$ cat src/rtl/error_lockout_counter_if.sv
// error_lockout_counter_if
//   Bundles the comparator-side strobes and the status outputs of the
//   failed-attempt tracker.
//   master : driven by the code comparator / supervisor (j, correct,
//            admin_clear), reads the status outputs.
//   slave  : the tracker itself (error_count, locked, lock_remaining,
//            alarm, pass, reject).
interface error_lockout_counter_if #(
  parameter int unsigned CNT_W  = 2,
  parameter int unsigned LOCK_W = 8
);
  logic              j;
  logic              correct;
  logic              admin_clear;
  logic [CNT_W-1:0]  error_count;
  logic              locked;
  logic [LOCK_W-1:0] lock_remaining;
  logic              alarm;
  logic              pass;
  logic              reject;

  modport master (
    output j, correct, admin_clear,
    input  error_count, locked, lock_remaining, alarm, pass, reject
  );

  modport slave (
    input  j, correct, admin_clear,
    output error_count, locked, lock_remaining, alarm, pass, reject
  );
endinterface

$ cat src/rtl/error_lockout_counter.sv
// error_lockout_counter
//   Tracks consecutive wrong code entries. Reaching MAX_ERRORS forces a
//   timed lockout whose length doubles with every lockout; after
//   ALARM_LOCKOUTS lockout triggers a sticky alarm is raised instead.
//   LOCK_CYCLES = 0 selects legacy behaviour: a plain wrapping error counter.
// Ports:
//   clk   : system clock, all state updates on the falling edge
//   rst_n : asynchronous active-low reset
//   bus   : slave side of error_lockout_counter_if
//           in  j, correct, admin_clear
//           out error_count, locked, lock_remaining, alarm, pass, reject
module error_lockout_counter #(
  parameter int unsigned MAX_ERRORS     = 3,
  parameter int unsigned CNT_W          = 2,
  parameter int unsigned LOCK_CYCLES    = 8,
  parameter int unsigned LOCK_W         = 8,
  parameter int unsigned ALARM_LOCKOUTS = 3
) (
  input  logic                    clk,
  input  logic                    rst_n,
  error_lockout_counter_if.slave  bus
);

  localparam bit LEGACY = (LOCK_CYCLES == 0);
  // lockout_num never exceeds ALARM_LOCKOUTS-1: the trigger that would
  // reach ALARM_LOCKOUTS goes to ALARM instead of incrementing.
  localparam int unsigned LN_W = (ALARM_LOCKOUTS > 1) ? $clog2(ALARM_LOCKOUTS) : 1;
  localparam logic [63:0] LOCK_MAX = (64'd1 << LOCK_W) - 64'd1;

  typedef enum logic [1:0] {
    ST_NORMAL = 2'd0,
    ST_LOCKED = 2'd1,
    ST_ALARM  = 2'd2
  } state_t;

  state_t            state_q, state_d;
  logic [CNT_W-1:0]  error_count_q, error_count_d;
  logic [LN_W-1:0]   lockout_num_q, lockout_num_d;
  logic [LOCK_W-1:0] lock_remaining_q, lock_remaining_d;
  logic              pass_q, pass_d;
  logic              reject_q, reject_d;

  // Lockout length for the next trigger: LOCK_CYCLES << lockout_num,
  // clamped to the largest value lock_remaining can hold.
  logic [63:0]       lock_shift;
  logic [LOCK_W-1:0] lock_load;

  always_comb begin
    lock_shift = 64'(LOCK_CYCLES) << lockout_num_q;
    if ((32'(lockout_num_q) >= 32'd32) || (lock_shift > LOCK_MAX)) begin
      lock_load = LOCK_MAX[LOCK_W-1:0];
    end else begin
      lock_load = lock_shift[LOCK_W-1:0];
    end
  end

  always_comb begin
    state_d          = state_q;
    error_count_d    = error_count_q;
    lockout_num_d    = lockout_num_q;
    lock_remaining_d = lock_remaining_q;
    pass_d           = 1'b0;
    reject_d         = 1'b0;

    if (bus.admin_clear) begin
      // Supervisor clear beats everything, including a j on the same edge.
      state_d          = ST_NORMAL;
      error_count_d    = '0;
      lockout_num_d    = '0;
      lock_remaining_d = '0;
    end else begin
      case (state_q)
        ST_NORMAL: begin
          if (bus.j) begin
            if (bus.correct) begin
              error_count_d = '0;
              lockout_num_d = '0;
              pass_d        = 1'b1;
            end else begin
              reject_d = 1'b1;
              if (LEGACY) begin
                // Counts up to MAX_ERRORS, the next wrong entry wraps to 0.
                if (32'(error_count_q) >= MAX_ERRORS) begin
                  error_count_d = '0;
                end else begin
                  error_count_d = error_count_q + 1'b1;
                end
              end else if ((32'(error_count_q) + 32'd1) < MAX_ERRORS) begin
                error_count_d = error_count_q + 1'b1;
              end else if ((32'(lockout_num_q) + 32'd1) >= ALARM_LOCKOUTS) begin
                state_d       = ST_ALARM;
                error_count_d = '0;
              end else begin
                state_d          = ST_LOCKED;
                error_count_d    = '0;
                lockout_num_d    = lockout_num_q + 1'b1;
                lock_remaining_d = lock_load;
              end
            end
          end
        end
        ST_LOCKED: begin
          // <=1 also covers a zero-length load, so LOCKED can never stick.
          if (lock_remaining_q <= LOCK_W'(1)) begin
            lock_remaining_d = '0;
            state_d          = ST_NORMAL;
          end else begin
            lock_remaining_d = lock_remaining_q - 1'b1;
          end
        end
        ST_ALARM: begin
          lock_remaining_d = '0;
        end
        default: begin
          state_d = ST_NORMAL;
        end
      endcase
    end
  end

  always_ff @(negedge clk or negedge rst_n) begin
    if (!rst_n) begin
      state_q          <= ST_NORMAL;
      error_count_q    <= '0;
      lockout_num_q    <= '0;
      lock_remaining_q <= '0;
      pass_q           <= 1'b0;
      reject_q         <= 1'b0;
    end else begin
      state_q          <= state_d;
      error_count_q    <= error_count_d;
      lockout_num_q    <= lockout_num_d;
      lock_remaining_q <= lock_remaining_d;
      pass_q           <= pass_d;
      reject_q         <= reject_d;
    end
  end

  assign bus.error_count    = error_count_q;
  assign bus.locked         = (state_q == ST_LOCKED);
  assign bus.alarm          = (state_q == ST_ALARM);
  assign bus.lock_remaining = lock_remaining_q;
  assign bus.pass           = pass_q;
  assign bus.reject         = reject_q;

endmodule

$ cat src/flat_wrapper.sv
// flat-port wrapper written by rule: the top's interface ports become plain ports
module error_lockout_counter_flat 
#(
  parameter int unsigned MAX_ERRORS     = 3,
  parameter int unsigned CNT_W          = 2,
  parameter int unsigned LOCK_CYCLES    = 8,
  parameter int unsigned LOCK_W         = 8,
  parameter int unsigned ALARM_LOCKOUTS = 3
)
  (clk, rst_n, bus_j, bus_correct, bus_admin_clear, bus_error_count, bus_locked, bus_lock_remaining, bus_alarm, bus_pass, bus_reject);
  error_lockout_counter_if #(.CNT_W(CNT_W), .LOCK_W(LOCK_W)) bus_i ();
  input  logic clk;
  input  logic rst_n;
  input wire logic [$bits(bus_i.j)-1:0] bus_j;
  input wire logic [$bits(bus_i.correct)-1:0] bus_correct;
  input wire logic [$bits(bus_i.admin_clear)-1:0] bus_admin_clear;
  output wire logic [$bits(bus_i.error_count)-1:0] bus_error_count;
  output wire logic [$bits(bus_i.locked)-1:0] bus_locked;
  output wire logic [$bits(bus_i.lock_remaining)-1:0] bus_lock_remaining;
  output wire logic [$bits(bus_i.alarm)-1:0] bus_alarm;
  output wire logic [$bits(bus_i.pass)-1:0] bus_pass;
  output wire logic [$bits(bus_i.reject)-1:0] bus_reject;
  assign bus_i.j = bus_j;
  assign bus_i.correct = bus_correct;
  assign bus_i.admin_clear = bus_admin_clear;
  assign bus_error_count = bus_i.error_count;
  assign bus_locked = bus_i.locked;
  assign bus_lock_remaining = bus_i.lock_remaining;
  assign bus_alarm = bus_i.alarm;
  assign bus_pass = bus_i.pass;
  assign bus_reject = bus_i.reject;
  error_lockout_counter #(.MAX_ERRORS(MAX_ERRORS), .CNT_W(CNT_W), .LOCK_CYCLES(LOCK_CYCLES), .LOCK_W(LOCK_W), .ALARM_LOCKOUTS(ALARM_LOCKOUTS)) u_core (.clk(clk), .rst_n(rst_n), .bus(bus_i));
endmodule
$ cat config.mk
export PLATFORM = sky130hd
export DESIGN_NAME = error_lockout_counter_flat
export DESIGN_NICKNAME = d
export VERILOG_FILES = /design/src/rtl/error_lockout_counter_if.sv /design/src/rtl/error_lockout_counter.sv /design/src/flat_wrapper.sv
export SDC_FILE = /design/constraint.sdc
export NUM_CORES = 1
export LEC_CHECK = 0
export ABC_CLOCK_PERIOD_IN_PS = 2600
export CORE_ASPECT_RATIO = 0.8
export CORE_MARGIN = 3
export CORE_UTILIZATION = 51
export DETAILED_ROUTE_END_ITERATION = 6
export GPL_ROUTABILITY_DRIVEN = 0
export HOLD_SLACK_MARGIN = 0.12
export PLACE_DENSITY = 0.88
export REMOVE_ABC_BUFFERS = 1
export SYNTH_ARGS = -nofsm -noshare
export SYNTH_HDL_FRONTEND = slang
export SYNTH_SLANG_ARGS = --single-unit
$ cat constraint.sdc
create_clock -name clk -period 2.6 [get_ports clk]
set_input_delay 0.78 -clock clk [delete_from_list [all_inputs] [get_ports clk]]
set_output_delay 0.78 -clock clk [all_outputs]
set_load 0.01 [all_outputs]
==> impl_metrics.prom, run 1 <==
# TYPE chip_impl_metric gauge
chip_impl_metric{name="antenna_violating_nets_post_route",unit=""} 0
chip_impl_metric{name="report.final.hold_viol_count",unit=""} 0
chip_impl_metric{name="chipWidth",unit="um"} 56.7
chip_impl_info{name="worstSetupEndpointType",value="output port"} 1
chip_impl_metric{name="number_of_vias_per_cell_after_detailed_routing",unit=""} 6.65
chip_impl_metric{name="number_of_global_route_vias_before_repair",unit=""} 1174
chip_impl_info{name="outcome",value="finished, violations left"} 1
chip_impl_metric{name="area_growth_syn_to_layout",unit="%"} 61.3
chip_impl_info{name="layout.cells.most_common",value="sky130_fd_sc_hd__buf_4"} 1
chip_impl_metric{name="wl",unit="um"} 4090
chip_impl_info{name="tritoncts",value="done"} 1
chip_impl_metric{name="p_total",unit="mW"} 0.784
chip_impl_metric{name="die_height",unit="um"} 46.5
chip_impl_metric{name="htreeDepth",unit=""} 1
chip_impl_metric{name="cts_buffers",unit=""} 3
chip_impl_metric{name="core_area",unit="sq um"} 1910
chip_impl_metric{name="post_route_setup_slack",unit="ns"} -0.565
chip_impl_metric{name="synth-warning-count",unit=""} 0
chip_impl_metric{name="timing.max_slew.rel_slack",unit=""} 0.496
chip_impl_metric{name="yosys_register_bits",unit=""} 16
chip_impl_metric{name="finClkSkew",unit="ns"} 0.0119
chip_impl_metric{name="routed_wire_length_per_instance",unit="um"} 21.4
chip_impl_metric{name="synth_sequential_area_ratio",unit=""} 0.382
chip_impl_metric{name="drc_violation_total_after_the_first_tritonroute_iteration",unit=""} 70
chip_impl_metric{name="antenna_cells_inserted",unit=""} 0
chip_impl_info{name="worst-setup-path-type",value="register to output port"} 1
chip_impl_metric{name="num_io_pins",unit=""} 19
chip_impl_metric{name="dp_hpwl",unit="um"} 2230
chip_impl_metric{name="placement_rows",unit=""} 14
chip_impl_metric{name="port-buffer-count",unit=""} 18
chip_impl_metric{name="final_nets",unit=""} 183
chip_impl_metric{name="first_pass_grt_wire_length",unit="um"} 5630
chip_impl_metric{name="drive_gt1_frac",unit=""} 0.515
chip_impl_metric{name="crit_arrival",unit="ns"} 2.38
chip_impl_metric{name="peak_supply_drop",unit="mV"} 0.483
chip_impl_metric{name="synthDistinctLibCells",unit=""} 39
chip_impl_metric{name="antenna_violations_before_repair",unit=""} 0
chip_impl_metric{name="final_core_utilization",unit=""} 0.885
chip_impl_metric{name="placed_cell_area",unit="sq um"} 1420
chip_impl_metric{name="design.die.area",unit="sq um"} 2640
chip_impl_metric{name="post_synth_inst_count",unit=""} 113
chip_impl_metric{name="power.static_leakage",unit="nW"} 0.809
chip_impl_metric{name="max-cap-violations",unit=""} 0
chip_impl_metric{name="worstMarginPinSlew",unit="ns"} 0.753
chip_impl_metric{name="overflow",unit=""} 0
chip_impl_metric{name="timing_max_transition_violations_final",unit=""} 0
chip_impl_metric{name="timing.critical_path.required",unit="ns"} 1.82
chip_impl_info{name="failed_checks",value="setup timing"} 1
chip_impl_info{name="rsz_0062_raised_after_global_routing",value="yes"} 1
chip_impl_metric{name="skew_pair_late_insertion_delay",unit="ns"} 0.30
chip_impl_metric{name="dr.pass1.iters",unit=""} 4
chip_impl_metric{name="fillerInstances",unit=""} 83
chip_impl_metric{name="synth.avg_cell_area",unit="sq um"} 9.27
chip_impl_metric{name="grt_max_degree",unit=""} 17
chip_impl_metric{name="grt_use_total",unit=""} 0.284
chip_impl_metric{name="numClockSinks",unit=""} 16
chip_impl_info{name="cts-root-buf",value="sky130_fd_sc_hd__clkbuf_4"} 1
chip_impl_metric{name="clock_tree.buffer_depth",unit=""} 2
chip_impl_metric{name="setup_violations",unit=""} 24
chip_impl_metric{name="critPathMaxFanout",unit=""} 2
chip_impl_metric{name="route.detailed.drc",unit=""} 0
chip_impl_metric{name="layout.cell_area.non_filler",unit="sq um"} 1690
chip_impl_metric{name="p_per_area",unit="nW/um^2"} 464
chip_impl_metric{name="dp_worst_setup_slack",unit="ns"} -0.981
chip_impl_metric{name="vias",unit=""} 1270
chip_impl_metric{name="cts.reportedPaths.clkPinSlew",unit="ns"} 0.08
chip_impl_metric{name="mappedNetlistArea",unit="sq um"} 1050
chip_impl_metric{name="initial_core_util",unit=""} 0.548
chip_impl_info{name="hold_path_class",value="register to register"} 1
chip_impl_info{name="most-common-layout-cells",value="28 x sky130_fd_sc_hd__buf_4, 16 x sky130_fd_sc_hd__dfrtn_1, 11 x sky130_fd_sc_hd__buf_2"} 1
chip_impl_info{name="critPathLaunchType",value="register"} 1
## worst max-delay path, stage by stage, from the launching register on
cell and delay (ns):
sky130_fd_sc_hd__dfrtn_1 0.43, sky130_fd_sc_hd__buf_4 0.12, sky130_fd_sc_hd__ha_4 0.13, sky130_fd_sc_hd__buf_6 0.09
## synthesized netlist by cell type
| library cell | n | area (sq um) |
|---|---|---|
| sky130_fd_sc_hd__a211o_1 | 1 | 8.76 |
| sky130_fd_sc_hd__a211oi_1 | 1 | 7.51 |
| sky130_fd_sc_hd__a21o_1 | 2 | 15.0 |
| sky130_fd_sc_hd__a21oi_1 | 10 | 50.1 |
| sky130_fd_sc_hd__a22oi_1 | 3 | 22.5 |
| sky130_fd_sc_hd__a311o_1 | 1 | 10.0 |
| sky130_fd_sc_hd__a31oi_1 | 2 | 12.5 |
| sky130_fd_sc_hd__a32oi_1 | 2 | 17.5 |
| sky130_fd_sc_hd__and2_1 | 1 | 6.26 |
| sky130_fd_sc_hd__and3b_1 | 1 | 8.76 |
| sky130_fd_sc_hd__clkbuf_1 | 2 | 7.51 |
| sky130_fd_sc_hd__dfrtn_1 | 16 | 400 |
| sky130_fd_sc_hd__ha_1 | 10 | 125 |
| sky130_fd_sc_hd__inv_1 | 9 | 33.8 |
| sky130_fd_sc_hd__mux2i_1 | 1 | 10.0 |
| sky130_fd_sc_hd__nand2_1 | 7 | 26.3 |
| sky130_fd_sc_hd__nand2b_1 | 1 | 6.26 |
| sky130_fd_sc_hd__nand3_1 | 1 | 5.00 |
| sky130_fd_sc_hd__nand3b_1 | 2 | 15.0 |
| sky130_fd_sc_hd__nor2_1 | 8 | 30.0 |
| sky130_fd_sc_hd__nor2b_1 | 2 | 12.5 |
| sky130_fd_sc_hd__nor3_1 | 3 | 15.0 |
| sky130_fd_sc_hd__nor3b_1 | 3 | 22.5 |
| sky130_fd_sc_hd__nor4_1 | 1 | 6.26 |
| sky130_fd_sc_hd__nor4_2 | 1 | 12.5 |
| sky130_fd_sc_hd__nor4b_1 | 1 | 8.76 |
| sky130_fd_sc_hd__o21ai_0 | 6 | 30.0 |
| sky130_fd_sc_hd__o21bai_1 | 1 | 7.51 |
| sky130_fd_sc_hd__o22ai_1 | 1 | 6.26 |
| sky130_fd_sc_hd__o2bb2ai_1 | 1 | 8.76 |
| sky130_fd_sc_hd__o311a_1 | 1 | 10.0 |
| sky130_fd_sc_hd__o31ai_1 | 2 | 15.0 |
| sky130_fd_sc_hd__o32ai_1 | 2 | 17.5 |
| sky130_fd_sc_hd__or2_2 | 1 | 6.26 |
| sky130_fd_sc_hd__or3_1 | 2 | 12.5 |
| sky130_fd_sc_hd__or3b_2 | 1 | 8.76 |
| sky130_fd_sc_hd__or4_1 | 1 | 7.51 |
| sky130_fd_sc_hd__or4_4 | 1 | 11.3 |
| sky130_fd_sc_hd__or4b_1 | 1 | 10.0 |
## registers in the layout, indices dropped and copies added, names as in the netlist
signal and cells:
u_core.bus.error_count 2, u_core.bus.pass 1, u_core.bus.reject 1, u_core.state_q 2, u_core.lockout_num_q 2, u_core.bus.lock_remaining 8
## final timing paths
check	start	endpoint	slack, ns	cells past startpoint
min in group asynchronous	rst_n	u_core.bus.lock_remaining[6]$_DFFE_NN0P_	1.99	2
max in group asynchronous	rst_n	u_core.bus.lock_remaining[3]$_DFFE_NN0P_	0.44	2
worst min-delay path	u_core.lockout_num_q[1]$_DFFE_NN0P_	u_core.lockout_num_q[1]$_DFFE_NN0P_	0.57	2
worst max-delay path	u_core.state_q[0]$_DFFE_NN0P_	bus_locked	-0.56	3
worst min register to register	u_core.lockout_num_q[1]$_DFFE_NN0P_	u_core.lockout_num_q[1]$_DFFE_NN0P_	0.57	2
worst max register to register	u_core.bus.lock_remaining[1]$_DFFE_NN0P_	u_core.bus.lock_remaining[3]$_DFFE_NN0P_	-0.01	9
## timing repair
action / 4_1_cts / 5_1_grt
hold buffers: 0 / 0
setup endpoints to repair: 30 / 27
pin swaps: 11 / 8
setup buffers: 8 / 5
gates resized for setup: 102 / 15
## power by group
group | leakage [nW] | internal [mW] | total (mW) | switching [mW]
registers | 0.219 | 0.264 | 0.273 | 0.00851
clock network | 0.0210 | 0.0856 | 0.175 | 0.0891
logic | 0.569 | 0.153 | 0.337 | 0.183
total | 0.809 | 0.503 | 0.784 | 0.281
## metal layers
layer | up-vias | track usage | wire (um)
met5 | - | 0 | 0
met4 | 0 | 0.0948 | 189
met3 | 29 | 0.0868 | 427
met2 | 102 | 0.482 | 1890
met1 | 603 | 0.351 | 1580
li1 | 536 | - | -
## cells by family (layout without fill, tap and decap cells)
kind of cell	count (synthesis)	in the layout	synth area share
buffers and inverters	11	65	0.0394
adders and majority gates	10	10	0.119
muxes	1	1	0.00956
AOI/OAI and AO/OA	36	36	0.228
and+or+nand+nor	39	39	0.221
DFF	16	16	0.382
## metrics by stage
step	hold slack (ns)	setup TNS (ns)	instances
floorplan	0.512	-4.23	111
global placement	0.548	-18.03	174
detailed placement	0.568	-18.85	174
CTS	0.552	-6.77	186
global route	0.628	-7.96	191
finish	0.573	-7.40	191
## area by class of cell
cell class              instances  area (sq um)  share of cell area
repair buffers                 52           423               0.250
flip-flops and latches         16           400               0.237
well taps                      24          30.0              0.0178
inverters                       9          33.8              0.0200
multi-input cells              86           766               0.453
clock buffers                   4          36.3              0.0215
(Power assumes the default switching activity.)
==> run 2, diff against run 1 <==
--- a/config.mk
+++ b/config.mk
@@ -7,12 +7,13 @@
 export LEC_CHECK = 0
 export ABC_CLOCK_PERIOD_IN_PS = 2600
 export CORE_ASPECT_RATIO = 0.8
-export CORE_MARGIN = 3
+export CORE_MARGIN = 2
 export CORE_UTILIZATION = 51
 export DETAILED_ROUTE_END_ITERATION = 6
 export GPL_ROUTABILITY_DRIVEN = 0
 export HOLD_SLACK_MARGIN = 0.12
 export PLACE_DENSITY = 0.88
+export RECOVER_POWER = 25
 export REMOVE_ABC_BUFFERS = 1
 export SYNTH_ARGS = -nofsm -noshare
 export SYNTH_HDL_FRONTEND = slang
==> impl_metrics.prom, run 2 (synthesized netlist as in run 1, its figures left out) <==
# TYPE chip_impl_metric gauge
chip_impl_metric{name="layout.cell_area.non_filler",unit="sq um"} 1670
chip_impl_metric{name="timing.critical_path.required",unit="ns"} 1.82
chip_impl_metric{name="inst_count_dp",unit=""} 175
chip_impl_metric{name="port-buffer-count",unit=""} 18
chip_impl_info{name="r2r-end",value="u_core.bus.lock_remaining[3]$_DFFE_NN0P_"} 1
chip_impl_metric{name="final_nets",unit=""} 182
chip_impl_metric{name="worstMarginPinSlew",unit="ns"} 0.700
chip_impl_metric{name="skew_pair_late_insertion_delay",unit="ns"} 0.31
chip_impl_metric{name="cts.reportedPaths.clkPinSlew",unit="ns"} 0.07
chip_impl_info{name="tritoncts",value="done"} 1
chip_impl_metric{name="drc_violation_total_after_the_first_tritonroute_iteration",unit=""} 63
chip_impl_metric{name="numClockSinks",unit=""} 16
chip_impl_metric{name="drive_gt1_frac",unit=""} 0.518
chip_impl_metric{name="final_cell_count_without_fillers",unit=""} 190
chip_impl_metric{name="p_per_area",unit="nW/um^2"} 475
chip_impl_metric{name="clock_tree.buffer_depth",unit=""} 2
chip_impl_metric{name="gr-usage-met3",unit=""} 0.0878
chip_impl_metric{name="num_io_pins",unit=""} 19
chip_impl_metric{name="vias",unit=""} 1265
chip_impl_info{name="most-common-layout-cells",value="29 x sky130_fd_sc_hd__buf_4, 16 x sky130_fd_sc_hd__dfrtn_1, 11 x sky130_fd_sc_hd__buf_2"} 1
chip_impl_metric{name="global_route.usage.met2",unit=""} 0.540
chip_impl_metric{name="critPathMaxFanout",unit=""} 2
chip_impl_metric{name="antenna_violations_before_repair",unit=""} 0
chip_impl_metric{name="htreeDepth",unit=""} 1
chip_impl_info{name="cp-endpoint",value="bus_locked"} 1
chip_impl_metric{name="path_buf_inv",unit=""} 2
chip_impl_metric{name="routed_wire_length_per_instance",unit="um"} 22.8
chip_impl_metric{name="timing_max_transition_violations_final",unit=""} 0
chip_impl_info{name="timing.critical_path.from",value="u_core.state_q[1]$_DFFE_NN0P_"} 1
chip_impl_metric{name="max-cap-violations",unit=""} 0
chip_impl_metric{name="design.die.area",unit="sq um"} 2430
chip_impl_info{name="worst-setup-path-type",value="register to output port"} 1
chip_impl_info{name="failed_checks",value="setup timing"} 1
chip_impl_metric{name="cts_hold_buffers",unit=""} 0
chip_impl_info{name="worstPathCellList",value="inv_2, ha_2, buf_6"} 1
chip_impl_metric{name="globalRouteMet1Util",unit=""} 0.427
chip_impl_info{name="layout.cells.most_common",value="sky130_fd_sc_hd__buf_4"} 1
chip_impl_info{name="cts-root-buf",value="sky130_fd_sc_hd__clkbuf_4"} 1
chip_impl_metric{name="grt_use_total",unit=""} 0.347
chip_impl_info{name="worstSetupEndpointType",value="output port"} 1
chip_impl_metric{name="die_height",unit="um"} 44.5
chip_impl_metric{name="number_of_global_route_vias_before_repair",unit=""} 1211
chip_impl_metric{name="grt_max_degree",unit=""} 10
chip_impl_info{name="hold_path_class",value="register to register"} 1
chip_impl_metric{name="placement_rows",unit=""} 14
chip_impl_info{name="rsz_0062_raised_after_global_routing",value="yes"} 1
chip_impl_info{name="crit-reg2reg-launch",value="u_core.bus.lock_remaining[1]$_DFFE_NN0P_"} 1
chip_impl_metric{name="finClkSkew",unit="ns"} 0.00636
chip_impl_metric{name="worstSetupPathDepth",unit=""} 3
chip_impl_metric{name="largest_register_ff_count",unit=""} 8
chip_impl_metric{name="initial_core_util",unit=""} 0.548
chip_impl_metric{name="antenna_violating_nets_post_route",unit=""} 0
chip_impl_metric{name="antenna_cells_inserted",unit=""} 0
chip_impl_metric{name="first_pass_grt_wire_length",unit="um"} 5820
chip_impl_metric{name="dr.pass1.iters",unit=""} 5
chip_impl_metric{name="number_of_vias_per_cell_after_detailed_routing",unit=""} 6.66
chip_impl_metric{name="cts_buffers",unit=""} 3
chip_impl_metric{name="power.static_leakage",unit="nW"} 0.793
chip_impl_metric{name="r2r.worst_path.cells",unit=""} 8
chip_impl_metric{name="crit_arrival",unit="ns"} 2.40
chip_impl_info{name="critical_path.top_delay_family",value="flip-flops"} 1
chip_impl_metric{name="area_growth_syn_to_layout",unit="%"} 59.7
chip_impl_metric{name="critPathMaxStageDelay",unit="ns"} 0.44
chip_impl_metric{name="peak_supply_drop",unit="mV"} 0.387
chip_impl_metric{name="fillerInstances",unit=""} 100
chip_impl_metric{name="route.detailed.drc",unit=""} 0
chip_impl_metric{name="worstHoldPathCells",unit=""} 2
chip_impl_metric{name="dp_hpwl",unit="um"} 2190
chip_impl_info{name="outcome",value="finished, violations left"} 1
chip_impl_metric{name="setup_violations",unit=""} 24
chip_impl_metric{name="post_route_setup_slack",unit="ns"} -0.580
chip_impl_metric{name="placed_cell_area",unit="sq um"} 1420
chip_impl_metric{name="overflow",unit=""} 0
chip_impl_info{name="slowest_stage",value="sky130_fd_sc_hd__dfrtn_1"} 1
chip_impl_metric{name="whs",unit="ns"} 0.587
chip_impl_info{name="critPathLaunchType",value="register"} 1
chip_impl_metric{name="report.final.hold_viol_count",unit=""} 0
chip_impl_metric{name="chipWidth",unit="um"} 54.7
chip_impl_info{name="grt_busiest_layer",value="met2"} 1
chip_impl_metric{name="r2r_slack",unit="ns"} 0.09
chip_impl_metric{name="wl",unit="um"} 4330
chip_impl_metric{name="timing.max_slew.rel_slack",unit=""} 0.531
chip_impl_metric{name="core_area",unit="sq um"} 1910
[run 2: cell types whose count changed in the layout (fill, tap and decap cells not counted), sizes merged]
cell	delta
clkbuf	+1
buf	-2
[run 2: metal layers]
| layer | up-vias | wire length, um |
|---|---|---|
| met5 | - | 0 |
| met4 | 0 | 259 |
| met3 | 36 | 485 |
| met2 | 112 | 2010 |
| met1 | 586 | 1580 |
| li1 | 531 | - |
[run 2: what timing repair did]
item | 4_1_cts | 5_1_grt
endpoints found under the setup margin | 30 | 27
buffers inserted | 9 | 2
resized for setup | 101 | 17
pin swaps | 12 | 6
[run 2: area by class of cell]
type / instances / area, sq um / share of cell area
multi-input cells: 86 / 781 / 0.467
clock buffers: 4 / 36.3 / 0.0217
flip-flops and latches: 16 / 400 / 0.239
repair buffers: 51 / 392 / 0.234
inverters: 9 / 33.8 / 0.0202
well taps: 24 / 30.0 / 0.0180
[run 2: worst min-delay path by stage]
stage | from | to | slack, ns
final | u_core.bus.lock_remaining[2]$_DFFE_NN0P_ | u_core.bus.lock_remaining[2]$_DFFE_NN0P_ | 0.59
after global routing | u_core.bus.lock_remaining[0]$_DFFE_NN0P_ | u_core.bus.lock_remaining[0]$_DFFE_NN0P_ | 0.60
after CTS | u_core.bus.lock_remaining[0]$_DFFE_NN0P_ | u_core.bus.lock_remaining[0]$_DFFE_NN0P_ | 0.54
after detailed placement | u_core.bus.lock_remaining[7]$_DFFE_NN0P_ | u_core.bus.lock_remaining[7]$_DFFE_NN0P_ | 0.55
after global placement | u_core.bus.lock_remaining[7]$_DFFE_NN0P_ | u_core.bus.lock_remaining[7]$_DFFE_NN0P_ | 0.54
after floorplan | u_core.bus.error_count[0]$_DFFE_NN0P_ | u_core.bus.error_count[0]$_DFFE_NN0P_ | 0.51
[run 2: per-stage QoR]
step | setup TNS [ns] | utilization | worst slack (ns) | power [mW]
5_1_grt | -7.93 | 0.876 | -0.620 | 0.826
3_5_place_dp | -18.93 | 0.741 | -1.02 | 0.513
4_1_cts | -6.74 | 0.822 | -0.563 | 0.738
3_3_place_gp | -17.94 | 0.741 | -0.953 | 0.501
2_1_floorplan | -4.23 | - | -0.600 | 0.401
6_report | -7.43 | 0.876 | -0.580 | 0.795
[run 2: tightest hold or removal path, stage by stage, from the launching register on]
cell and delay (ns):
sky130_fd_sc_hd__dfrtn_1 0.41, sky130_fd_sc_hd__buf_4 0.15, sky130_fd_sc_hd__o2bb2ai_2 0.11
[run 2: power by group]
part	leakage, nW	switching (mW)	internal [mW]	total, mW
logic	0.553	0.192	0.152	0.344
registers	0.219	0.00850	0.264	0.273
clock network	0.0210	0.0923	0.0858	0.178
